$ cat src/rtl/param_menu_select.sv
// -----------------------------------------------------------------------------
// param_menu_select
//
// Front-panel menu controller. A single debounced select key cycles a one-hot
// selection through NUM_PARAMS parameter cells (none -> 0 -> 1 -> ... -> none).
// Holding the key for LONG_PRESS_MS asks the selected cell to restore its
// default value, and does not move the selection. The block also provides a
// 1 ms square wave that the parameter cells use as their own time base.
//
// Optional feature: define PARAM_MENU_TIMEOUT_EN to deselect automatically
// after TIMEOUT_MS of inactivity while a cell is selected.
//
// Ports
//   clk          in   system clock, all logic on its rising edge
//   resetn       in   asynchronous active-low reset
//   akey_sel     in   raw select key, 1 = released, asynchronous to clk
//   key_activity in   one-cycle pulse per up/down key event from the cells
//   clk_ms       out  1 ms period square wave
//   selected     out  one-hot cell select, all-zero = none
//   restore      out  one-cycle restore-default pulse
//   sel_index    out  current index, NUM_PARAMS = none
// -----------------------------------------------------------------------------
module param_menu_select #(
  parameter int CLK_FREQ      = 50_000000,
  parameter int NUM_PARAMS    = 4,
  parameter int DEBOUNCE_MS   = 20,
  parameter int LONG_PRESS_MS = 1000,
  parameter int TIMEOUT_MS    = 10000
) (
  input  logic                                  clk,
  input  logic                                  resetn,
  input  logic                                  akey_sel,
  input  logic                                  key_activity,
  output logic                                  clk_ms,
  output logic [NUM_PARAMS-1:0]                 selected,
  output logic                                  restore,
  output logic [$clog2(NUM_PARAMS+1)-1:0]       sel_index
);

  localparam int HALF   = CLK_FREQ / 2000;
  localparam int DIV_W  = $clog2(HALF + 1);
  localparam int DEB_W  = $clog2(DEBOUNCE_MS + 1);
  localparam int HOLD_W = $clog2(LONG_PRESS_MS + 1);
  localparam int IDX_W  = $clog2(NUM_PARAMS + 1);

  localparam logic [IDX_W-1:0] NONE = IDX_W'(NUM_PARAMS);
  localparam logic [IDX_W-1:0] LAST = IDX_W'(NUM_PARAMS - 1);

  typedef enum logic [1:0] {
    RELEASED,
    PRESS_WAIT,
    PRESSED,
    RELEASE_WAIT
  } key_state_t;

  // ---------------------------------------------------------------------------
  // Millisecond divider
  // ---------------------------------------------------------------------------
  logic [DIV_W-1:0] div_cnt;
  logic             div_wrap;
  logic             ms_tick;

  assign div_wrap = (div_cnt == DIV_W'(HALF - 1));
  // The tick marks the cycle in which clk_ms is about to rise.
  assign ms_tick  = div_wrap & ~clk_ms;

  // NOTE: sequential state uses non-blocking assignments so every flop samples
  // the values from before the edge, independent of statement order.
  always_ff @(posedge clk or negedge resetn) begin
    if (!resetn) begin
      div_cnt <= '0;
      clk_ms  <= 1'b0;
    end else if (div_wrap) begin
      div_cnt <= '0;
      clk_ms  <= ~clk_ms;
    end else begin
      div_cnt <= div_cnt + 1'b1;
    end
  end

  // ---------------------------------------------------------------------------
  // Key synchroniser (idle level is released = 1)
  // ---------------------------------------------------------------------------
  logic key_meta;
  logic key_sync;

  always_ff @(posedge clk or negedge resetn) begin
    if (!resetn) begin
      key_meta <= 1'b1;
      key_sync <= 1'b1;
    end else begin
      key_meta <= akey_sel;
      key_sync <= key_meta;
    end
  end

  // ---------------------------------------------------------------------------
  // Key FSM
  // ---------------------------------------------------------------------------
  key_state_t        state;
  key_state_t        state_next;
  logic [DEB_W-1:0]  deb_cnt;
  logic [HOLD_W-1:0] hold_cnt;
  logic              long_flag;
  logic              deb_last;
  logic              hold_sat;
  logic              deb_clr, deb_inc;
  logic              hold_clr, hold_inc;
  logic              long_clr, long_set;
  logic              restore_fire;
  logic              advance;

  assign deb_last = (deb_cnt == DEB_W'(DEBOUNCE_MS - 1));
  assign hold_sat = (hold_cnt == HOLD_W'(LONG_PRESS_MS));

  always_ff @(posedge clk or negedge resetn) begin
    if (!resetn) state <= RELEASED;
    else         state <= state_next;
  end

  // NOTE: every output of this block gets a default first, so no path can
  // leave a signal unassigned and infer a latch.
  always_comb begin
    state_next   = state;
    deb_clr      = 1'b0;
    deb_inc      = 1'b0;
    hold_clr     = 1'b0;
    hold_inc     = 1'b0;
    long_clr     = 1'b0;
    long_set     = 1'b0;
    restore_fire = 1'b0;
    advance      = 1'b0;
    unique case (state)
      RELEASED: begin
        if (!key_sync) begin
          state_next = PRESS_WAIT;
          deb_clr    = 1'b1;
        end
      end
      PRESS_WAIT: begin
        if (key_sync) begin
          state_next = RELEASED;
        end else if (ms_tick) begin
          if (deb_last) begin
            state_next = PRESSED;
            hold_clr   = 1'b1;
            long_clr   = 1'b1;
          end else begin
            deb_inc = 1'b1;
          end
        end
      end
      PRESSED: begin
        if (key_sync) begin
          state_next = RELEASE_WAIT;
          deb_clr    = 1'b1;
        end else if (ms_tick && !hold_sat) begin
          hold_inc = 1'b1;
          // The hold counter saturates at the threshold, so this fires once.
          if (hold_cnt == HOLD_W'(LONG_PRESS_MS - 1)) begin
            long_set     = 1'b1;
            restore_fire = (sel_index != NONE);
          end
        end
      end
      RELEASE_WAIT: begin
        if (!key_sync) begin
          state_next = PRESSED;
        end else if (ms_tick) begin
          if (deb_last) begin
            state_next = RELEASED;
            advance    = ~long_flag;
          end else begin
            deb_inc = 1'b1;
          end
        end
      end
      default: state_next = RELEASED;
    endcase
  end

  always_ff @(posedge clk or negedge resetn) begin
    if (!resetn) begin
      deb_cnt   <= '0;
      hold_cnt  <= '0;
      long_flag <= 1'b0;
      restore   <= 1'b0;
    end else begin
      if (deb_clr)      deb_cnt <= '0;
      else if (deb_inc) deb_cnt <= deb_cnt + 1'b1;

      if (hold_clr)      hold_cnt <= '0;
      else if (hold_inc) hold_cnt <= hold_cnt + 1'b1;

      if (long_clr)      long_flag <= 1'b0;
      else if (long_set) long_flag <= 1'b1;

      restore <= restore_fire;
    end
  end

  // ---------------------------------------------------------------------------
  // Selection
  // ---------------------------------------------------------------------------
  logic [IDX_W-1:0]      sel_next;
  logic [NUM_PARAMS-1:0] sel_onehot;
  logic                  idle_hit;

`ifdef PARAM_MENU_TIMEOUT_EN
  localparam int IDLE_W = $clog2(TIMEOUT_MS + 1);

  logic [IDLE_W-1:0] idle_cnt;
  logic              idle_clr;

  assign idle_clr = key_activity | (state_next != state) | (sel_index == NONE);
  // Any FSM transition clears the counter, so an advance always beats a timeout.
  assign idle_hit = ms_tick & ~idle_clr & (idle_cnt == IDLE_W'(TIMEOUT_MS - 1));

  always_ff @(posedge clk or negedge resetn) begin
    if (!resetn)                   idle_cnt <= '0;
    else if (idle_clr || idle_hit) idle_cnt <= '0;
    else if (ms_tick)              idle_cnt <= idle_cnt + 1'b1;
  end
`else
  logic unused_cfg;

  assign idle_hit   = 1'b0;
  assign unused_cfg = key_activity ^ (TIMEOUT_MS == 0);
`endif

  always_comb begin
    sel_next = sel_index;
    if (advance) begin
      if (sel_index == NONE)      sel_next = '0;
      else if (sel_index == LAST) sel_next = NONE;
      else                        sel_next = sel_index + 1'b1;
    end else if (idle_hit) begin
      sel_next = NONE;
    end

    sel_onehot = '0;
    for (int i = 0; i < NUM_PARAMS; i++) begin
      sel_onehot[i] = (sel_next == IDX_W'(i));
    end
  end

  // Decoding from sel_next keeps selected and sel_index in lock-step.
  always_ff @(posedge clk or negedge resetn) begin
    if (!resetn) begin
      sel_index <= NONE;
      selected  <= '0;
    end else begin
      sel_index <= sel_next;
      selected  <= sel_onehot;
    end
  end

endmodule

$ cat config.mk
export PLATFORM = sky130hd
export DESIGN_NAME = param_menu_select
export DESIGN_NICKNAME = d
export VERILOG_FILES = /design/src/rtl/param_menu_select.sv
export SDC_FILE = /design/constraint.sdc
export NUM_CORES = 1
export LEC_CHECK = 0
export CAP_MARGIN = 10
export CORE_UTILIZATION = 40
export DETAILED_ROUTE_END_ITERATION = 10
export GPL_TIMING_DRIVEN = 0
export HOLD_SLACK_MARGIN = 0.05
export PLACE_DENSITY = 0.65
export SLEW_MARGIN = 15
export SYNTH_ARGS = -nofsm -noshare
export SYNTH_HDL_FRONTEND = slang
export SYNTH_SLANG_ARGS = --single-unit
$ cat constraint.sdc
create_clock -name clk -period 2.69 [get_ports clk]
set_input_delay 0.6725 -clock clk [delete_from_list [all_inputs] [get_ports clk]]
set_output_delay 0.6725 -clock clk [all_outputs]
set_load 0.05 [all_outputs]
======== Word-level counts from Yosys, hierarchy flattened ========
Index checks and enable logic that the tools add are counted.
storage, ports and cells
  register bits after elaboration ......... 44
  input bits .............................. 4
  word-level logic and storage cells ...... 91
cells by class
  add/subtract/negate cells ............... 4
  eq/ne operators ......................... 19
  muxes and demuxes ....................... 46
  bitwise operators ....................... 3
  reduce and logical (&&, ||, !) cells .... 8
operators with widths
  operator                                       count
  2-to-1 mux 1 bit                               27
  == test 10 bit, second input constant          2
  2-to-1 mux 10 bit                              2
  2-to-1 mux 2 bit                               8
  adder 15 x 1 -> 15 bit, second input constant  1
  == test 15 bit, second input constant          1
  2-to-1 mux 15 bit                              1
  inequality test 3 bit, second input constant   5
  adder 10 x 1 -> 10 bit, second input constant  1
  2-to-1 mux 5 bit                               2
  == test 3 x 2 -> 1 bit, second input constant  3
  2-to-1 mux 3 bit                               3
  case mux 2 bit (4 select lines)                1
  AND reduction 6 bit                            1
  nonzero test 2 bit                             3
  adder 5 x 1 -> 5 bit, second input constant    1
  == test 5 bit, second input constant           1
  == test 2 bit, second input constant           2
  inequality test 2 bit, second input constant   2
  case mux 1 bit (2 select lines)                2
  adder 3 x 1 -> 3 bit, second input constant    1
  == test 3 x 1 -> 1 bit, second input constant  1
  == test 3 bit, second input constant           1
  logical NOT 3 bit                              1
  other kinds (6)                                7

======== Depth between registers and ports, before layout ========
Gate-level depths: netlist of run 1.
  depth after elaboration ................. 8
  depth in mapped cells ................... 7
  mapped depth without buffers ............ 6

======== Least setup slack after synthesis of run 1 ========
No wires, ideal clock.
  path kind ............................... flip-flop to flip-flop
  from .................................... reg div_cnt[6]
  to ...................................... reg sel_index[0]
  setup time .............................. 0.125 ns
  arrival ................................. 2.340 ns
  required time ........................... 2.565 ns
  path slack .............................. 0.225 ns
  cell stages (with the launch flop) ...... 6
  path buffers ............................ 1
  cells stage by stage .................... dfrtp_1 or4_4 or4_1 buf_2 nor4_4 mux2_2
on the way
  word-level cells in the longest chain between the ends .. 6
ends and longest elaborated chain
  element                 line  source
  from (decl)             59    logic [DIV_W-1:0] div_cnt;
  from (signal assigned)  77    div_cnt <= div_cnt + 1'b1;
  == test 15 bit          63    assign div_wrap = (div_cnt == DIV_W'(HALF - 1));
  bitwise AND 1 bit       65    assign ms_tick = div_wrap & ~clk_ms;
  2-to-1 mux 1 bit        169   end else if (ms_tick) begin
  2-to-1 mux 1 bit        167   if (!key_sync) begin
  2-to-1 mux 1 bit        133   unique case (state)
  2-to-1 mux 3 bit        233   if (advance) begin
  net sel_next[0]         205   logic [IDX_W-1:0] sel_next;
  to (signal assigned)    253   sel_index <= sel_next;
  to (decl)               37    output logic [$clog2(NUM_PARAMS+1)-1:0] sel_index
The timed path passes the listed nets, and every way through them passes these cells.
A chain may end at the register's enable or synchronous reset.

======== Worst setup path in the final report of run 1 ========
  from .................................... reg div_cnt[6]
  to ...................................... reg selected[0]
on the way
  word-level cells in the longest chain between the ends .. 7
ends and longest elaborated chain
  element               line  source
  == test 15 bit        63
  bitwise AND 1 bit     65
  2-to-1 mux 1 bit      169
  2-to-1 mux 1 bit      167
  2-to-1 mux 1 bit      133
  2-to-1 mux 3 bit      233
  logical NOT 3 bit     243   sel_onehot[i] = (sel_next == IDX_W'(i));
  net sel_onehot[0]     206   logic [NUM_PARAMS-1:0] sel_onehot;
  to (signal assigned)  254   selected <= sel_onehot;
  to (decl)             35    output logic [NUM_PARAMS-1:0] selected,
The timed path passes the listed nets, and every way through them passes these cells.

==> impl_table.tex, run 1 <==
\begin{tabular}{lr}
\hline
Metric & Value \\
\hline
\multicolumn{2}{l}{\textbf{CTS}} \\
Maximum clock path buffer count & 2 \\
Total clock buffers created by CTS & 5 \\
CTS tree & done \\
Depth of the CTS H-tree & 2 \\
CTS Sinks & 44 \\
Clock slew at the register clock pins of the worst setup and hold paths & about 80 ps \\
Cell chosen for the clock root & clkbuf\_8 \\
Clk\_lat worst skew & about 290 ps \\
Quantity of hold-fixing buffers added after cts & 0 \\
\multicolumn{2}{l}{\textbf{GRT}} \\
Initial antenna violation count & 0 \\
Wire length of the first global-routing pass & roughly 7.9 mm \\
Number of global-route vias before repair & between 1500 and 2000 \\
Maximum number of pins on one net before global-route repair & 26 \\
Total congestion overflow after global routing & 0 \\
Overall track demand over capacity in global routing & 0.163 \\
\multicolumn{2}{l}{\textbf{Routing}} \\
Number of design-rule violations left by the first detailed-router iteration & between 100 and 150 \\
Pre-Repair DR Iteration Count & 4 \\
Wire per inst & around 14 um \\
Post-route DRC violation count & 0 \\
Via total after detailed routing & between 1500 and 2000 \\
Via density per instance & between 5 and 6 \\
Antenna violation net count after detailed routing & 0 \\
Routed WL & roughly 4.6 mm \\
\multicolumn{2}{l}{\textbf{Layout}} \\
NumNets Final & $\sim$260 \\
Share of layout cells above drive strength 1 & 0.130 \\
Ant diodes & 0 \\
Finished Cell Area & approximately 2700 um2 \\
Final-layout fill cell count & between 500 and 600 \\
Post-synthesis to final-layout area growth & 16.6\% \\
\multicolumn{2}{l}{\textbf{Logic synthesis}} \\
Register bit count reported by yosys & 44 \\
Number of flops mapped to enable cells by yosys & 0 \\
Mapped Avg Cell Area & roughly 10 um2 \\
Most frequent cells after synthesis & 41 x dfrtp\_1, 28 x nand2\_1, 21 x nand3\_1 \\
Total of warnings raised by yosys & 0 \\
Most common cell in the synthesized netlist & dfrtp\_1 \\
Share of synthesized registers carrying an async set or reset & 1.00 \\
Number of unique standard cell types used by synthesis & 48 \\
Top cells by area, synth & dfrtp\_1 44\%, nand2\_1 4.5\%, nand3\_1 4.5\%, ha\_1 3.7\%, dfstp\_2 3.4\% \\
Yosys top cell area share & 0.439 \\
Synthesized Nets & 240 \\
Cell taking the most area after synthesis & dfrtp\_1 \\
Number of instances in the synthesized netlist & around 230 \\
Register area share after synthesis & 0.473 \\
Post-synthesis cell area & between 2000 and 2500 um2 \\
Main synth FF type & dfrtp\_1 \\
\multicolumn{2}{l}{\textbf{Floorplan}} \\
Total Die Area & between 6000 and 7000 um2 \\
Rows & 27 \\
Width of the die & 78.4 um \\
Height of the chip & between 70 and 80 um \\
Starting Density & 0.419 \\
Boundary Pins & 13 \\
Core Footprint & 5570 um2 \\
\multicolumn{2}{l}{\textbf{STA}} \\
Final critical-path share of the clock period & 0.949 \\
Endpoints failing hold & 0 \\
Worst Hold Slack & 331 ps \\
Setup repair after global routing missed its margin & no \\
Highest Clock Rate & $\sim$0.39 GHz \\
Final worst slack & 137 ps \\
Max-slew headroom at the worst pin & 0.485 \\
Setup violators final & 0 \\
Total count of max-transition violations in the final report & 0 \\
Clock Skews & roughly 4.3 ps \\
Minimum clock period & $\sim$2600 ps \\
Setup TNS Final & 0 ps \\
Actual transition at the worst max-transition pin & around 770 ps \\
\multicolumn{2}{l}{\textbf{Setup path}} \\
Slowest library cell on the worst path & or4\_4 \\
Sum of buffers and inverters on the critical path & 2 \\
Crit path max-delay family & simple AND/OR/NAND/NOR gates \\
Worst Path Required & roughly 2900 ps \\
Maximum fanout along the worst path & 7 \\
Category of the worst setup path capture point & flop \\
Cell-by-cell listing of the critical path & or4\_4 > or4\_1 > buf\_2 > nor4\_4 > buf\_4 > mux2\_2 \\
Worst R2R End & selected[0] \\
R2R depth & 6 \\
Worst Path Arrival & between 2000 and 3000 ps \\
Critical Path Max Stage Delay & between 500 and 600 ps \\
Category of the critical setup timing path & reg -> reg \\
Register-to-register path setup slack & between 100 and 150 ps \\
Critical Path Source Type & flop \\
Reg-to-Reg Start & div\_cnt[6] \\
\multicolumn{2}{l}{\textbf{Placement}} \\
Pre-CTS setup slack & -77.7 ps \\
DP HPWL & approximately 3.1 mm \\
Routability Congestion & 0.804 \\
Number of input and output port buffers inserted & 11 \\
Cell area after placement & 2550 um2 \\
\multicolumn{2}{l}{\textbf{Outcome}} \\
Run status & complete, no violations \\
\multicolumn{2}{l}{\textbf{Pwr}} \\
Total Power Consumption & between 1 and 1.5 mW \\
LEAKAGE & 1.11 nW \\
Largest vdd supply drop & 0.316 mV \\
Power density of the placed cells & around 460 nW/um2 \\
\multicolumn{2}{l}{\textbf{Min path}} \\
Kind of path behind the tightest hold check & in -> async \\
\multicolumn{2}{l}{\textbf{Job}} \\
MaxCap Viol Count & 0 \\
\hline
\end{tabular}
==> cells in the final DEF, fill, tap and decap left out, types with 7 or more instances in the layout <==
master,n
a21oi_1,7
clkbuf_8,7
clkdlybuf4s50_1,10
dfrtp_1,41
ha_1,7
inv_1,10
mux2i_1,7
nand2_1,28
nand3_1,21
nand4_1,8
nor2_1,7
o211ai_1,7
xor2_1,8
==> through the flow <==
stage / instances / utilization
3_3_place_gp: 312 / 0.455
6_report: 325 / 0.489
4_1_cts: 321 / 0.482
5_1_grt: 325 / 0.489
2_1_floorplan: 229 / -
3_5_place_dp: 313 / 0.458
==> worst max-delay path by stage <==
stage,from,endpoint,slack (ps),depth (start not counted)
after global placement,resetn,hold_cnt[1],-260,1
after CTS,div_cnt[6],selected[0],-3,5
after detailed placement,div_cnt[3],hold_cnt[0],-80,4
after global routing,div_cnt[3],selected[0],40,6
after floorplan,div_cnt[6],sel_index[0],220,5
final,div_cnt[6],selected[0],140,6
==> layer usage <==
layer,vias to the layer above,routed length (um),GRT usage
li1,894,-,-
met1,874,2210,0.224
met2,27,2160,0.256
met3,2,165,0.0267
met4,0,34,0.0630
met5,-,0,0
==> kinds of logic after synthesis <==
logic type               synth area share
AO/OA/AOI/OAI                      0.0921
multiplexers                       0.0541
AND/OR/NAND/NOR                     0.269
buffers and inverters              0.0294
adder cells (fa/ha/maj)            0.0375
XOR/XNOR                           0.0450
flip-flops                          0.473
==> cell type report <==
cell class | count | area, um2 | share of cell area
clock inverter | 1 | 30.0 | 0.0110
multi-input combinational | 169 | 1180 | 0.432
clock buffer | 7 | 96.3 | 0.0353
timing repair buffer | 16 | 155 | 0.0569
sequential | 44 | 1100 | 0.405
inverter | 10 | 37.5 | 0.0138
buffer | 6 | 33.8 | 0.0124
tap | 72 | 90.1 | 0.0330
==> power by group <==
group | total (mW) | leakage, nW | switching (mW) | internal (mW)
Clock | 0.554 | 0.0645 | 0.226 | 0.328
Sequential | 0.668 | 0.582 | 0.00323 | 0.664
Combinational | 0.0260 | 0.465 | 0.0188 | 0.00722
==> sequential cells by signal (all words and copies together), names as in the netlist, 3 cells and up, named ones only <==
signal	count
div_cnt	15
deb_cnt	5
sel_index	3
hold_cnt	10
selected	4
==> repair_timing <==
action | CTS | global route
setup endpoints to repair | 3 | 7
pin swaps | 0 | 1
buffers inserted | 0 | 4
resized for setup | 1 | 6
(Power assumes the default switching activity.)
==> inputs of run 2 (changes only) <==
MAX_ROUTING_LAYER = met4   (was not set)
==> run 2 against run 1 <==
Net effect:
- clock skew up 1.6 ps
- critical endpoint unchanged
- utilization unchanged
- register-to-register slack about the same
- flip-flop and latch count is the same
==> impl_table.tex, run 2 (synthesis results as in run 1) <==
\begin{tabular}{lr}
\hline
Metric & Value \\
\hline
\multicolumn{2}{l}{\textbf{Outcome}} \\
Run status & complete, no violations \\
\multicolumn{2}{l}{\textbf{Layout}} \\
Number of flip-flops under the largest register name & 15 (unchanged) \\
Share of layout cells above drive strength 1 & 0.130 (unchanged) \\
Finished Cell Area & 2730 um2 (unchanged) \\
Registers with the most flip-flops & div\_cnt x15, hold\_cnt x10, deb\_cnt x5 \\
NumNets Final & 263 (unchanged) \\
Top library cells by usage in the layout, fill and taps aside & 41 x dfrtp\_1, 28 x nand2\_1, 21 x nand3\_1 \\
Post-synthesis to final-layout area growth & 16.6\% (unchanged) \\
Cell Count, Final, Fillers Out & 325 (unchanged) \\
Final design utilization & 0.489 (unchanged) \\
Most common library cell in the layout ignoring fill and taps & dfrtp\_1 \\
Ant diodes & 0 (unchanged) \\
Register ranked first by flip-flop count & div\_cnt \\
\multicolumn{2}{l}{\textbf{STA}} \\
Endpoints failing hold & 0 (unchanged) \\
Setup TNS Final & 0 ps (unchanged) \\
Setup repair after global routing missed its margin & no \\
Final worst slack & 137 ps (+0.159 ps) \\
Highest Clock Rate & 0.392 GHz (about the same) \\
Setup violators final & 0 (unchanged) \\
Total count of max-transition violations in the final report & 0 (unchanged) \\
Minimum clock period & 2550 ps (-0.159 ps) \\
Worst Hold Slack & 331 ps (-0.110 ps) \\
Clock Skews & 5.88 ps (+1.55 ps) \\
Final critical-path share of the clock period & 0.949 (about the same) \\
Actual transition at the worst max-transition pin & 782 ps (+16.2 ps) \\
Max-slew headroom at the worst pin & 0.474 (-0.0109) \\
\multicolumn{2}{l}{\textbf{Setup path}} \\
Slowest library cell on the worst path & or4\_4 \\
Worst Path Arrival & 2740 ps (about the same) \\
Critical Path Source Type & flop \\
Worst Path Required & 2870 ps (about the same) \\
Critical Path Max Stage Delay & 590 ps (about the same) \\
Category of the critical setup timing path & reg -> reg \\
Category of the worst setup path capture point & flop \\
Cell-by-cell listing of the critical path & or4\_4 > or4\_1 > buf\_2 > nor4\_4 > buf\_4 > mux2\_2 \\
Maximum fanout along the worst path & 7 (unchanged) \\
\multicolumn{2}{l}{\textbf{Routing}} \\
Routed WL & 4.58 mm (+0.24\%) \\
Post-route DRC violation count & 0 (unchanged) \\
Via total after detailed routing & 1806 (+0.50\%) \\
Wire per inst & 14.1 um (+0.24\%) \\
Pre-Repair DR Iteration Count & 5 (+1) \\
Antenna violation net count after detailed routing & 0 (unchanged) \\
Number of design-rule violations left by the first detailed-router iteration & 132 (+6.5\%) \\
Via density per instance & 5.56 (+0.50\%) \\
\multicolumn{2}{l}{\textbf{CTS}} \\
Depth of the CTS H-tree & 2 (unchanged) \\
Quantity of hold-fixing buffers added after cts & 0 (unchanged) \\
Cell chosen for the clock root & clkbuf\_8 \\
CTS Sinks & 44 (unchanged) \\
CTS tree & done \\
Clk\_lat worst skew & 290 ps (about the same) \\
Maximum clock path buffer count & 2 (unchanged) \\
Clock slew at the register clock pins of the worst setup and hold paths & 90 ps (about the same) \\
Total clock buffers created by CTS & 5 (unchanged) \\
\multicolumn{2}{l}{\textbf{Pwr}} \\
LEAKAGE & 1.11 nW (unchanged) \\
Power density of the placed cells & 459 nW/um2 (+0.24\%) \\
Largest vdd supply drop & 0.317 mV (+0.20\%) \\
Total Power Consumption & 1.25 mW (+0.24\%) \\
\multicolumn{2}{l}{\textbf{Min path}} \\
Kind of path behind the tightest hold check & in -> async \\
\multicolumn{2}{l}{\textbf{Placement}} \\
DP HPWL & 3.11 mm (unchanged) \\
Number of input and output port buffers inserted & 11 (unchanged) \\
Cell area after placement & 2550 um2 (unchanged) \\
Cell total after placement & 313 (unchanged) \\
Pre-CTS setup slack & -77.7 ps (unchanged) \\
Routability Congestion & 0.816 (+1.5\%) \\
\multicolumn{2}{l}{\textbf{Floorplan}} \\
Starting Density & 0.419 (unchanged) \\
Core Footprint & 5570 um2 (unchanged) \\
Boundary Pins & 13 (unchanged) \\
Width of the die & 78.4 um (unchanged) \\
Rows & 27 (unchanged) \\
Total Die Area & 6150 um2 (unchanged) \\
Height of the chip & 78.4 um (unchanged) \\
\multicolumn{2}{l}{\textbf{GRT}} \\
Overall track demand over capacity in global routing & 0.168 (+0.00563) \\
Number of global-route vias before repair & 1678 (-0.36\%) \\
Initial antenna violation count & 0 (unchanged) \\
Maximum number of pins on one net before global-route repair & 26 (unchanged) \\
Total congestion overflow after global routing & 0 (unchanged) \\
Wire length of the first global-routing pass & 7.94 mm (+0.35\%) \\
\multicolumn{2}{l}{\textbf{Job}} \\
MaxCap Viol Count & 0 (unchanged) \\
\hline
\end{tabular}
[run 2: cell counts in the layout (fill, tap and decap cells not counted)]
No cell type changed its count.
[run 2: power breakdown]
group | total, mW | internal, mW | switching, mW
logic | 0.0260 | 0.00721 | 0.0188
clock network | 0.557 | 0.328 | 0.229
registers | 0.668 | 0.664 | 0.00321
total | 1.25 | 1.00 | 0.251
[run 2: layout make-up]
cell class | count | area [um2]
tap | 72 | 90.1
timing repair buffer | 16 | 155
multi-input combinational | 169 | 1180
buffer | 6 | 33.8
inverter | 10 | 37.5
fill | 516 | 2850
clock inverter | 1 | 30.0
clock buffer | 7 | 96.3
sequential | 44 | 1100
[run 2: worst max-delay path, delay by kind of cell (launching register included)]
family	cells	cell delay, ps
flip-flops	1	430
multiplexers	1	340
buffers and inverters	2	360
AND/OR/NAND/NOR	3	1310
[run 2: final timing paths]
kind / start / endpoint / slack (ps) / cells past startpoint
max: div_cnt[6] / selected[0] / 140 / 6
min: resetn / div_cnt[4] / 330 / 1
max reg2reg: div_cnt[6] / selected[0] / 140 / 6
min reg2reg: key_meta / key_sync / 360 / 0
max in group asynchronous: resetn / sel_index[2] / 1800 / 2
min in group clk: key_meta / key_sync / 360 / 0
[run 2: routing by layer]
layer  track usage  part of all wire
met2         0.255              0.47
met4        0.0519            0.0074
met3        0.0349             0.033
met5             -                 0
met1         0.227              0.49
[run 2: timing repair]
item                       4_1_cts  5_1_grt
resized for setup                1        6
buffers inserted                 0        4
hold endpoints to repair         0        0
pin swaps                        0        1
setup endpoints to repair        3        7
==> inputs of run 3 (changes only) <==
GPL_ROUTABILITY_DRIVEN = 0   (was not set)
==> results of run 3 <==
Final layout, timing and power as in run 2 (identical DEF).
